$ cat src/rtl/instr_encoder.sv
// MIPS instruction encoder feeding instruction memory through a small word FIFO.
// Optional ENC_JUMP_EN macro enables kind 4 (j) encoding.
module instr_encoder #(
    parameter int unsigned             DEPTH     = 4,
    parameter int unsigned             ADDR_W    = 8,
    parameter logic [ADDR_W-1:0]       BASE_ADDR = '0
) (
    input  logic              clk,
    input  logic              rst_n,
    input  logic              flush,
    input  logic              in_valid,
    output logic              in_ready,
    input  logic [2:0]        in_kind,
    input  logic [4:0]        in_rs,
    input  logic [4:0]        in_rt,
    input  logic [4:0]        in_rd,
    input  logic [5:0]        in_funct,
    input  logic [15:0]       in_imm,
    output logic              imem_we,
    input  logic              imem_ready,
    output logic [ADDR_W-1:0] imem_addr,
    output logic [31:0]       imem_wdata,
    output logic [15:0]       wr_count,
    output logic              err
);

    localparam int unsigned PTR_W = (DEPTH > 1) ? $clog2(DEPTH) : 1;
    localparam int unsigned CNT_W = PTR_W + 1;

    logic [31:0]       mem_q [DEPTH];
    logic [31:0]       mem_d [DEPTH];
    logic [PTR_W-1:0]  wr_ptr_q, wr_ptr_d;
    logic [PTR_W-1:0]  rd_ptr_q, rd_ptr_d;
    logic [CNT_W-1:0]  count_q, count_d;
    logic [ADDR_W-1:0] addr_q, addr_d;
    logic [15:0]       wr_count_q, wr_count_d;
    logic              err_q, err_d;

    logic [31:0]       enc_word;
    logic              enc_legal;
    logic              push;
    logic              push_word;
    logic              pop;

    // Encode the request; the FIFO only ever holds finished words
    always_comb begin
        enc_word  = '0;
        enc_legal = 1'b1;
        case (in_kind)
            3'd0: enc_word = {6'h00, in_rs, in_rt, in_rd, 5'b0, in_funct};
            3'd1: enc_word = {6'h23, in_rs, in_rt, in_imm};
            3'd2: enc_word = {6'h2B, in_rs, in_rt, in_imm};
            3'd3: enc_word = {6'h04, in_rs, in_rt, in_imm};
`ifdef ENC_JUMP_EN
            3'd4: enc_word = {6'h02, in_rs, in_rt, in_imm};
`endif
            default: enc_legal = 1'b0;
        endcase
    end

    assign in_ready   = (count_q != CNT_W'(DEPTH));
    assign imem_we    = (count_q != '0);
    assign imem_wdata = mem_q[rd_ptr_q];
    assign imem_addr  = addr_q;
    assign wr_count   = wr_count_q;
    assign err        = err_q;

    assign push      = in_valid && in_ready;
    assign push_word = push && enc_legal;
    assign pop       = imem_we && imem_ready;

    always_comb begin
        mem_d      = mem_q;
        wr_ptr_d   = wr_ptr_q;
        rd_ptr_d   = rd_ptr_q;
        count_d    = count_q;
        addr_d     = addr_q;
        wr_count_d = wr_count_q;
        err_d      = err_q;
        if (flush) begin
            wr_ptr_d   = '0;
            rd_ptr_d   = '0;
            count_d    = '0;
            addr_d     = BASE_ADDR;
            wr_count_d = '0;
            err_d      = 1'b0;
        end else begin
            if (push_word) begin
                mem_d[wr_ptr_q] = enc_word;
                wr_ptr_d        = wr_ptr_q + PTR_W'(1);
            end
            if (pop) begin
                rd_ptr_d   = rd_ptr_q + PTR_W'(1);
                addr_d     = addr_q + ADDR_W'(1);
                wr_count_d = wr_count_q + 16'(1);
            end
            if (push && !enc_legal) begin
                err_d = 1'b1;
            end
            count_d = count_q + CNT_W'(push_word) - CNT_W'(pop);
        end
    end

    always_ff @(posedge clk) begin
        if (!rst_n) begin
            for (int i = 0; i < int'(DEPTH); i++) begin
                mem_q[i] <= '0;
            end
            wr_ptr_q   <= '0;
            rd_ptr_q   <= '0;
            count_q    <= '0;
            addr_q     <= BASE_ADDR;
            wr_count_q <= '0;
            err_q      <= 1'b0;
        end else begin
            mem_q      <= mem_d;
            wr_ptr_q   <= wr_ptr_d;
            rd_ptr_q   <= rd_ptr_d;
            count_q    <= count_d;
            addr_q     <= addr_d;
            wr_count_q <= wr_count_d;
            err_q      <= err_d;
        end
    end

endmodule

$ cat config.mk
export PLATFORM = sky130hd
export DESIGN_NAME = instr_encoder
export DESIGN_NICKNAME = d
export VERILOG_FILES = /design/src/rtl/instr_encoder.sv
export SDC_FILE = /design/constraint.sdc
export NUM_CORES = 1
export LEC_CHECK = 0
export BUFFER_PORTS_ARGS = -buffer_cell sky130_fd_sc_hd__buf_2
export CORE_ASPECT_RATIO = 0.8
export CORE_MARGIN = 2
export CORE_UTILIZATION = 57
export DETAILED_ROUTE_END_ITERATION = 16
export GPL_TIMING_DRIVEN = 0
export PLACE_DENSITY = 0.91
export SLEW_MARGIN = 20
export SYNTH_ARGS = -nofsm -noshare
export SYNTH_HDL_FRONTEND = slang
export SYNTH_SLANG_ARGS = --single-unit
$ cat constraint.sdc
create_clock -name clk -period 2.76 [get_ports clk]
set_input_delay 0.138 -clock clk [delete_from_list [all_inputs] [get_ports clk]]
set_output_delay 0.138 -clock clk [all_outputs]
set_load 0.01 [all_outputs]
---- Word level (Yosys, flattened, before mapping) ----
Cells that the tools add are included.
cells by class
  $add $sub $neg .......................... 6
  magnitude comparators ................... 3
  equal/unequal tests ..................... 4
  muxes and demuxes ....................... 8
  bitwise gates (word level) .............. 4
  reduce and logical (&&, ||, !) cells .... 11
operator list
  operator               count
  $bwmux 128             1
  $pmux 32 s4            1
  $mux 32                3
  $bmux 32 s2            1
  $demux 32 s2           1
  $add 16x1->16 const B  1
  $add 8x1->8 const B    1
  $eq 3x2->1 const B     2
  $ge 3x3->1 const B     2
  $not 2->3              2
  $logic_and 1x1->1      5
  $add 2x1->2 const B    2
  $reduce_or 4->1        1
  $add 3x1->3            1
  $eq 3x1->1 const B     1
  $logic_not 3->1        1
  $lt 3x1->1 const B     1
  $ne 3x3->1 const B     1
  $reduce_bool 3->1      1
  $sub 3x1->3            1
  $not 1->1              2
  $reduce_and 2->1       1
  $reduce_or 2->1        1
  $logic_not 1->1        1
  $mux 1                 1
word-level totals
  flip-flop bits (word level) ............. 160
  bits of input ports ..................... 45
  output and inout bits ................... 59

---- Logic depth before layout (Yosys ltp) ----
Gate-level depths: netlist of the first run.
  word-level depth ........................ 6
  mapped depth ............................ 11
  gate-level depth less buffers ........... 10

---- Worst setup path after synthesis of the first run ----
No wires, ideal clock.
  kind .................................... register to register
  from .................................... reg count_q[0]
  to ...................................... reg count_q[2]
  setup time .............................. 0.128 ns
  arrival ................................. 2.237 ns
  required time ........................... 2.632 ns
  setup slack ............................. 0.396 ns
  stages on the path, launching flop included .. 11
  buffers on the path ..................... 1
  period minus slack after synthesis ...... 2.364 ns
  cell sequence ........................... dfxtp_1 o31ai_2 inv_2 buf_2 ha_1 inv_1 ha_1 fa_1 xnor2_1 xnor2_1 nor2_1
between the ends
  elaborated cells between the ends (all ways) .. 7
  those cells by class .................... 2 x add/sub; 1 x eq/ne; 4 x reduce/logical
RTL lines
  what                    line  RTL
  from (decl)             34    logic [CNT_W-1:0] count_q, count_d;
  from (signal assigned)  119   count_q <= count_d;
  $reduce_bool 3->1       62    assign imem_we = (count_q != '0);
  $logic_and 1x1->1       70    assign pop = imem_we && imem_ready;
  via pop                 43    logic pop;
  $sub 3x1->3             100   count_d = count_q + CNT_W'(push_word) - CNT_W'(pop);
The timed path passes the listed nets, and every way through them passes these cells.
A chain may end at the register's enable or synchronous reset.

---- Final worst setup path of the first run ----
  from .................................... reg count_q[2]
  to ...................................... reg count_q[2]
between the ends
  longest elaborated chain between the ends .. 5
  elaborated cells between the ends (all ways) .. 7
  those cells by class .................... 2 x add/sub; 1 x eq/ne; 4 x reduce/logical
ends and longest elaborated chain
  what               line  RTL
  $ne 3x3->1         61    assign in_ready = (count_q != CNT_W'(DEPTH));
  $logic_and 1x1->1  68    assign push = in_valid && in_ready;
  $logic_and 1x1->1  69    assign push_word = push && enc_legal;
  $add 3x1->3        100
  $sub 3x1->3 (*)    100
Mark *: on every way between the ends. The rest lies on a longest branch, timed or not.

==> results of run 1 <==
synth_stat cells (7+ instances only):
library cell / number
sky130_fd_sc_hd__nand2_1: 239
sky130_fd_sc_hd__dfxtp_1: 148
sky130_fd_sc_hd__a21boi_0: 72
sky130_fd_sc_hd__mux4_2: 29
sky130_fd_sc_hd__a21boi_1: 24
sky130_fd_sc_hd__nor2_1: 23
sky130_fd_sc_hd__a21boi_2: 20
sky130_fd_sc_hd__clkbuf_1: 20
sky130_fd_sc_hd__a21oi_1: 19
sky130_fd_sc_hd__o21ai_0: 18
sky130_fd_sc_hd__buf_2: 15
sky130_fd_sc_hd__buf_6: 13
sky130_fd_sc_hd__nor2b_1: 11
sky130_fd_sc_hd__or3b_2: 11
sky130_fd_sc_hd__xnor2_1: 11
sky130_fd_sc_hd__xor2_1: 9
sky130_fd_sc_hd__ha_1: 8
sky130_fd_sc_hd__nand4_1: 8
sky130_fd_sc_hd__nor3b_1: 8
sky130_fd_sc_hd__buf_4: 7
sky130_fd_sc_hd__inv_1: 7
sky130_fd_sc_hd__or3_1: 7
path summary, 6_finish.rpt:
kind	start	to	cells after the start
worst max register to register	count_q[2]	count_q[2]	11
worst min-delay path	in_rs[1]	mem_q[118]	4
worst max-delay path	count_q[2]	count_q[2]	11
worst min register to register	mem_q[49]	mem_q[49]	2
report_power, final:
| part | leakage (nW) | total (mW) | internal (mW) | switching (mW) |
|---|---|---|---|---|
| sequential | 1.19 | 2.16 | 2.15 | 0.0138 |
| combinational | 1.59 | 0.330 | 0.133 | 0.197 |
| clock | 0.284 | 2.32 | 1.37 | 0.950 |
| total | 3.07 | 4.81 | 3.65 | 1.16 |
timing repair:
item | 4_1_cts | 5_1_grt
hold buffers | 0 | 0
resized for setup | 0 | 2
setup endpoints to repair | 0 | 1
layout make-up:
class                   count  area, um^2
fillers                   862        3770
well taps                 152         190
repair buffers             99         495
multi-input cells         560        3710
clock inverters            13         150
inverters                   8        30.0
clock buffers              19         443
plain buffers              60         397
diodes                      1        2.50
flip-flops and latches    148        2960
sequential cells by signal, summed over array words and instances (netlist names):
| signal | count |
|---|---|
| count_q | 3 |
| wr_ptr_q | 2 |
| mem_q | 116 |
| wr_count | 16 |
| err | 1 |
| rd_ptr_q | 2 |
| imem_addr | 8 |
layer usage:
layer / track usage (%) / wire (um) / up-vias / part of all wire (%)
met5: 0 / 0 / - / 0
met4: 14.3 / 691 / 0 / 3.6
met2: 44.6 / 8950 / 348 / 47
met3: 7.13 / 1670 / 65 / 8.7
met1: 38.7 / 7890 / 2942 / 41
li1: - / - / 2859 / -
worst register-to-register path, cell delays in order (launching register included):
cell and delay (ns):
sky130_fd_sc_hd__dfxtp_1 0.46, sky130_fd_sc_hd__or3b_1 0.42, sky130_fd_sc_hd__buf_6 0.17, sky130_fd_sc_hd__and3b_1 0.24
sky130_fd_sc_hd__inv_1 0.10, sky130_fd_sc_hd__ha_1 0.13, sky130_fd_sc_hd__inv_1 0.04, sky130_fd_sc_hd__ha_1 0.18
sky130_fd_sc_hd__fa_1 0.39, sky130_fd_sc_hd__xnor2_1 0.18, sky130_fd_sc_hd__xnor2_1 0.14, sky130_fd_sc_hd__nor2_1 0.05
kinds of logic (layout without fill, tap and decap cells):
logic type               count (synthesis)  count (layout)  synth area share (%)
other                                    1               2                0.0528
XOR/XNOR                                20              20                  2.47
AND/OR/NAND/NOR                        342             342                  22.1
buffers and inverters                   68             199                  6.01
flip-flops                             148             148                  41.8
adder cells (fa/ha/maj)                  9               9                  1.69
AO/OA/AOI/OAI                          158             158                  16.6
multiplexers                            30              30                  9.35
stage by stage:
stage | instance area (um^2) | utilization (%) | power [mW] | worst slack (ns) | hold slack (ns)
global route | 8390 | 69.0 | 4.93 | -0.00957 | 0.145
CTS | 8370 | 68.9 | 4.80 | 0.0706 | 0.116
detailed placement | 7780 | 64.0 | 2.53 | 0.110 | 0.446
floorplan | 7100 | - | 2.41 | 0.396 | 0.354
global placement | 7780 | 64.0 | 2.52 | 0.144 | 0.441
finish | 8390 | 69.0 | 4.81 | 0.138 | 0.125
==> impl_metrics.py, run 1 <==
metrics = {
    "drt": {
        "drt-initial-drc-count": 624,
        "dr_vias": 6214,
        "drt_pre_antenna_iters": 5,
        "postRouteWirelength_um": 19200,
        "route.detailed.vias_per_inst": 5.86,
        "route.antenna.remaining_nets": 0,
        "residual_drc": 0,
        "routed_wire_length_per_instance_um": 18.1,
    },
    "critical_path": {
        "timing.critical_path.required_ns": 3.05,
        "timing.critical_path.max_delay_family": "simple AND/OR/NAND/NOR gates",
        "setup.reg_to_reg.worst_slack_ns": 0.14,
        "endpoint_arrival_time_on_the_critical_path_ns": 2.91,
        "timing.critical_path.slowest_cell_delay_ns": 0.46,
        "end_kind": "flop",
        "crit_path_start_kind": "flop",
        "crit_slowest_cell": "sky130_fd_sc_hd__dfxtp_1",
        "timing_worst_setup_path_type": "reg -> reg",
        "cp_num_buf_inv": 3,
        "crit_chain": "or3b_1 > buf_6 > and3b_1 > inv_1 > ha_1 > inv_1 > ha_1 > fa_1 > xnor2_1 > xnor2_1 > nor2_1",
        "path_max_fanout": 10,
    },
    "pwr": {
        "p_leak_nw": 3.07,
        "irDropWorstVdd_uv": 422,
        "power.density_cell_area_mw_per_mm2": 574,
    },
    "global_routing": {
        "grt_start_max_net_pins": 17,
        "grt_pass1_wl_um": 30500,
        "globalRouteOverflowTotal": 0,
        "antenna_found_initial": 1,
        "number_of_global_route_vias_before_repair": 6080,
        "grt_usage_pct": 29.2,
    },
    "logic_synthesis": {
        "top_cell_type_s_share_of_synthesized_area_pct": 41.8,
        "netlist_area_before_placement_mm2": 0.00710,
        "number_of_warnings_reported_in_the_yosys_synthesis_log": 0,
        "yosysUniqueCellTypes": 51,
        "syn_avg_cell_area_um2": 9.14,
        "synth.area.top_cells": "sky130_fd_sc_hd__dfxtp_1 42%, sky130_fd_sc_hd__nand2_1 13%, sky130_fd_sc_hd__mux4_2 9.2%",
        "synth_seq_area_share_pct": 41.8,
        "syn-instance-count": 776,
        "synth-edff-count": 0,
        "yosys_most_used_dff": "sky130_fd_sc_hd__dfxtp_1",
        "synth-seq-cells": 148,
        "synth_area_leader_cell": "sky130_fd_sc_hd__dfxtp_1",
        "postSynth.asyncResetShare_pct": 0,
        "syn-num-nets": 830,
    },
    "die": {
        "coreArea_mm2": 0.0122,
        "fp-row-count": 36,
        "die_width_um": 129,
        "num_io_pins": 104,
        "die_area_mm2": 0.0134,
        "die_height_um": 104,
        "initial_core_util_pct": 58.3,
    },
    "finish": {
        "design.final.nets": 948,
        "drive_above_1_share_pct": 26.9,
        "finalNonFillerCells": 1060,
        "final_common_cell": "sky130_fd_sc_hd__nand2_1",
        "layout.cells.most_common_list": "239 x sky130_fd_sc_hd__nand2_1, 147 x sky130_fd_sc_hd__dfxtp_1, 114 x sky130_fd_sc_hd__buf_2",
        "relative_area_change_from_synthesis_to_final_layout_pct": 18.2,
    },
    "timing": {
        "setup_total_negative_slack_ns": 0,
        "maxClockFrequency_mhz": 381,
        "timing_hold_violations_final": 0,
        "timing_worst_slew_pin_value_ns": 0.872,
        "fin_crit_ns": 2.62,
        "report.final.slew_viol_count": 0,
        "setup-violations-final": 0,
        "worst_skew_ns": 0.0104,
        "max_slew_margin_pct": 41.9,
        "finalCritPeriodShare_pct": 95.0,
    },
    "clock_tree": {
        "clock-sinks": 148,
        "cts-root-to-sink-buffers": 2,
        "cts_root_buffer": "sky130_fd_sc_hd__clkbuf_16",
        "clock_pin_slew_worst_setup_and_hold_paths_ns": 0.06,
        "post_cts.repair.setup_buffers": 0,
        "cts_max_level": 4,
        "cts_tree": "done",
        "clk_latency_ns": 0.42,
        "cts-buffers-inserted": 17,
    },
    "min_path": {
        "worstHoldPathType": "in -> reg",
    },
    "placement": {
        "io_buffer_count": 99,
        "dp.cells": 1027,
        "routabilityCongestion": 0.843,
        "place.detailed.hpwl_um": 12900,
    },
    "status": {
        "run_status": "complete, no violations",
    },
    "job": {
        "drv.max_cap_violation_count": 0,
    },
}
(Power assumes the default switching activity.)
==> inputs of run 2 (changes only) <==
Clock period 2.76 ns to 2.7 ns, I/O delays scaled along.
==> run 2 against run 1 <==
Effect of this change:
- count of clock-buffer cells in the layout unchanged
- critical endpoint unchanged
- global-route usage unchanged
- critical path type unchanged
- sequential share of layout area barely moved
==> impl_metrics.py, run 2 (synthesis gave the netlist of run 1 again) <==
metrics = {
    "drt": {
        "drt_pre_antenna_iters": 5,
        "route.detailed.vias_per_inst": 5.85,
        "met3WireLength_um": 1710,
        "routed_wire_length_per_instance_um": 18.1,
        "residual_drc": 0,
        "drt-met1-wl_um": 7800,
        "drt-initial-drc-count": 626,
        "postRouteWirelength_um": 19200,
        "met2RoutedLength_um": 8950,
        "route.antenna.remaining_nets": 0,
        "highest-signal-layer": "met4",
        "dr_vias": 6197,
    },
    "critical_path": {
        "crit_path_start_kind": "flop",
        "endpoint_arrival_time_on_the_critical_path_ns": 2.83,
        "timing_worst_setup_path_type": "reg -> reg",
        "end_kind": "flop",
        "timing.critical_path.required_ns": 2.99,
        "path_max_fanout": 10,
    },
    "pwr": {
        "power.density_cell_area_mw_per_mm2": 586,
        "p_leak_nw": 3.07,
        "irDropWorstVdd_uv": 428,
    },
    "finish": {
        "number_of_flip_flops_in_the_largest_register": 116,
        "largest_register": "mem_q",
        "relative_area_change_from_synthesis_to_final_layout_pct": 18.2,
        "final_common_cell": "sky130_fd_sc_hd__nand2_1",
        "design.final.nets": 948,
        "layout.cells.most_common_list": "239 x sky130_fd_sc_hd__nand2_1, 145 x sky130_fd_sc_hd__dfxtp_1, 114 x sky130_fd_sc_hd__buf_2",
        "drive_above_1_share_pct": 27.1,
    },
    "timing": {
        "maxClockFrequency_mhz": 392,
        "report.final.slew_viol_count": 0,
        "timing_hold_violations_final": 0,
        "fin_crit_ns": 2.55,
        "setup-violations-final": 0,
        "timing_worst_slew_pin_value_ns": 0.869,
        "setup_total_negative_slack_ns": 0,
        "finalCritPeriodShare_pct": 94.4,
        "max_slew_margin_pct": 42.1,
        "worst_skew_ns": 0.0101,
        "holdWs_ns": 0.123,
        "unrepaired_setup_endpoints_after_global_routing": "no",
    },
    "placement": {
        "place.detailed.hpwl_um": 12900,
        "io_buffer_count": 99,
        "routabilityCongestion": 0.843,
    },
    "clock_tree": {
        "cts-buffers-inserted": 17,
        "cts-root-to-sink-buffers": 2,
        "cts_max_level": 4,
        "clock_pin_slew_worst_setup_and_hold_paths_ns": 0.06,
        "cts_root_buffer": "sky130_fd_sc_hd__clkbuf_16",
        "cts_tree": "done",
        "clk_latency_ns": 0.42,
        "clock-sinks": 148,
    },
    "global_routing": {
        "antenna_found_initial": 1,
        "number_of_global_route_vias_before_repair": 6080,
        "grt_start_max_net_pins": 17,
        "grt_pass1_wl_um": 30500,
        "globalRouteOverflowTotal": 0,
        "grt_usage_pct": 29.2,
    },
    "die": {
        "fp-row-count": 36,
        "coreArea_mm2": 0.0122,
        "die_area_mm2": 0.0134,
        "die_height_um": 104,
        "num_io_pins": 104,
        "initial_core_util_pct": 58.3,
        "die_width_um": 129,
    },
    "job": {
        "drv.max_cap_violation_count": 0,
    },
    "min_path": {
        "worstHoldPathType": "in -> reg",
    },
    "status": {
        "run_status": "complete, no violations",
    },
}
==> run 2: worst max-delay path, stage by stage (launching register included) <==
cell and delay [ns]:
sky130_fd_sc_hd__dfxtp_2 0.39, sky130_fd_sc_hd__or3b_1 0.41, sky130_fd_sc_hd__buf_6 0.17, sky130_fd_sc_hd__and3b_1 0.24, sky130_fd_sc_hd__inv_1 0.10, sky130_fd_sc_hd__ha_1 0.13
sky130_fd_sc_hd__inv_1 0.04, sky130_fd_sc_hd__ha_1 0.18, sky130_fd_sc_hd__fa_1 0.39, sky130_fd_sc_hd__xnor2_1 0.18, sky130_fd_sc_hd__xnor2_1 0.14, sky130_fd_sc_hd__nor2_1 0.06
==> run 2: worst paths after layout <==
kind	cells past startpoint	startpoint	slack, ns	endpoint
max	11	count_q[2]	0.15	count_q[2]
min	4	imem_ready	0.12	imem_addr[1]
max reg2reg	11	count_q[2]	0.15	count_q[2]
min reg2reg	2	mem_q[49]	0.45	mem_q[49]
==> run 2: layer usage <==
metal | vias to the layer above | GRT usage (%)
li1 | 2858 | -
met1 | 2924 | 38.7
met2 | 346 | 44.6
met3 | 69 | 7.13
met4 | 0 | 14.3
met5 | - | 0
==> run 2: area by class of cell <==
type / count / area (um^2)
Antenna cell: 1 / 2.50
Buffer: 60 / 397
Clock buffer: 19 / 443
Clock inverter: 13 / 150
Fill cell: 861 / 3770
Inverter: 8 / 30.0
Multi-Input combinational cell: 560 / 3710
Sequential cell: 148 / 2970
Tap cell: 152 / 190
Timing Repair Buffer: 99 / 495
==> run 2: power breakdown <==
group | switching, mW | internal [mW]
registers | 0.0141 | 2.20
logic | 0.201 | 0.136
clock network | 0.973 | 1.40
total | 1.19 | 3.73
==> run 2: stage by stage <==
step	power [mW]	util [%]	instance area [um^2]	instances	setup WS, ns
5_1_grt	5.04	69.0	8390	1060	0.00868
3_5_place_dp	2.58	64.0	7780	1027	0.0503
3_3_place_gp	2.58	64.0	7780	1027	0.0838
6_report	4.92	69.0	8390	1060	0.151
4_1_cts	4.91	68.9	8370	1059	0.0106
2_1_floorplan	2.46	-	7100	776	0.336
==> run 2: timing repair <==
action                     4_1_cts  5_1_grt
resized for setup                0        4
hold buffers                     0        0
setup buffers                    0        0
setup endpoints to repair        0        1
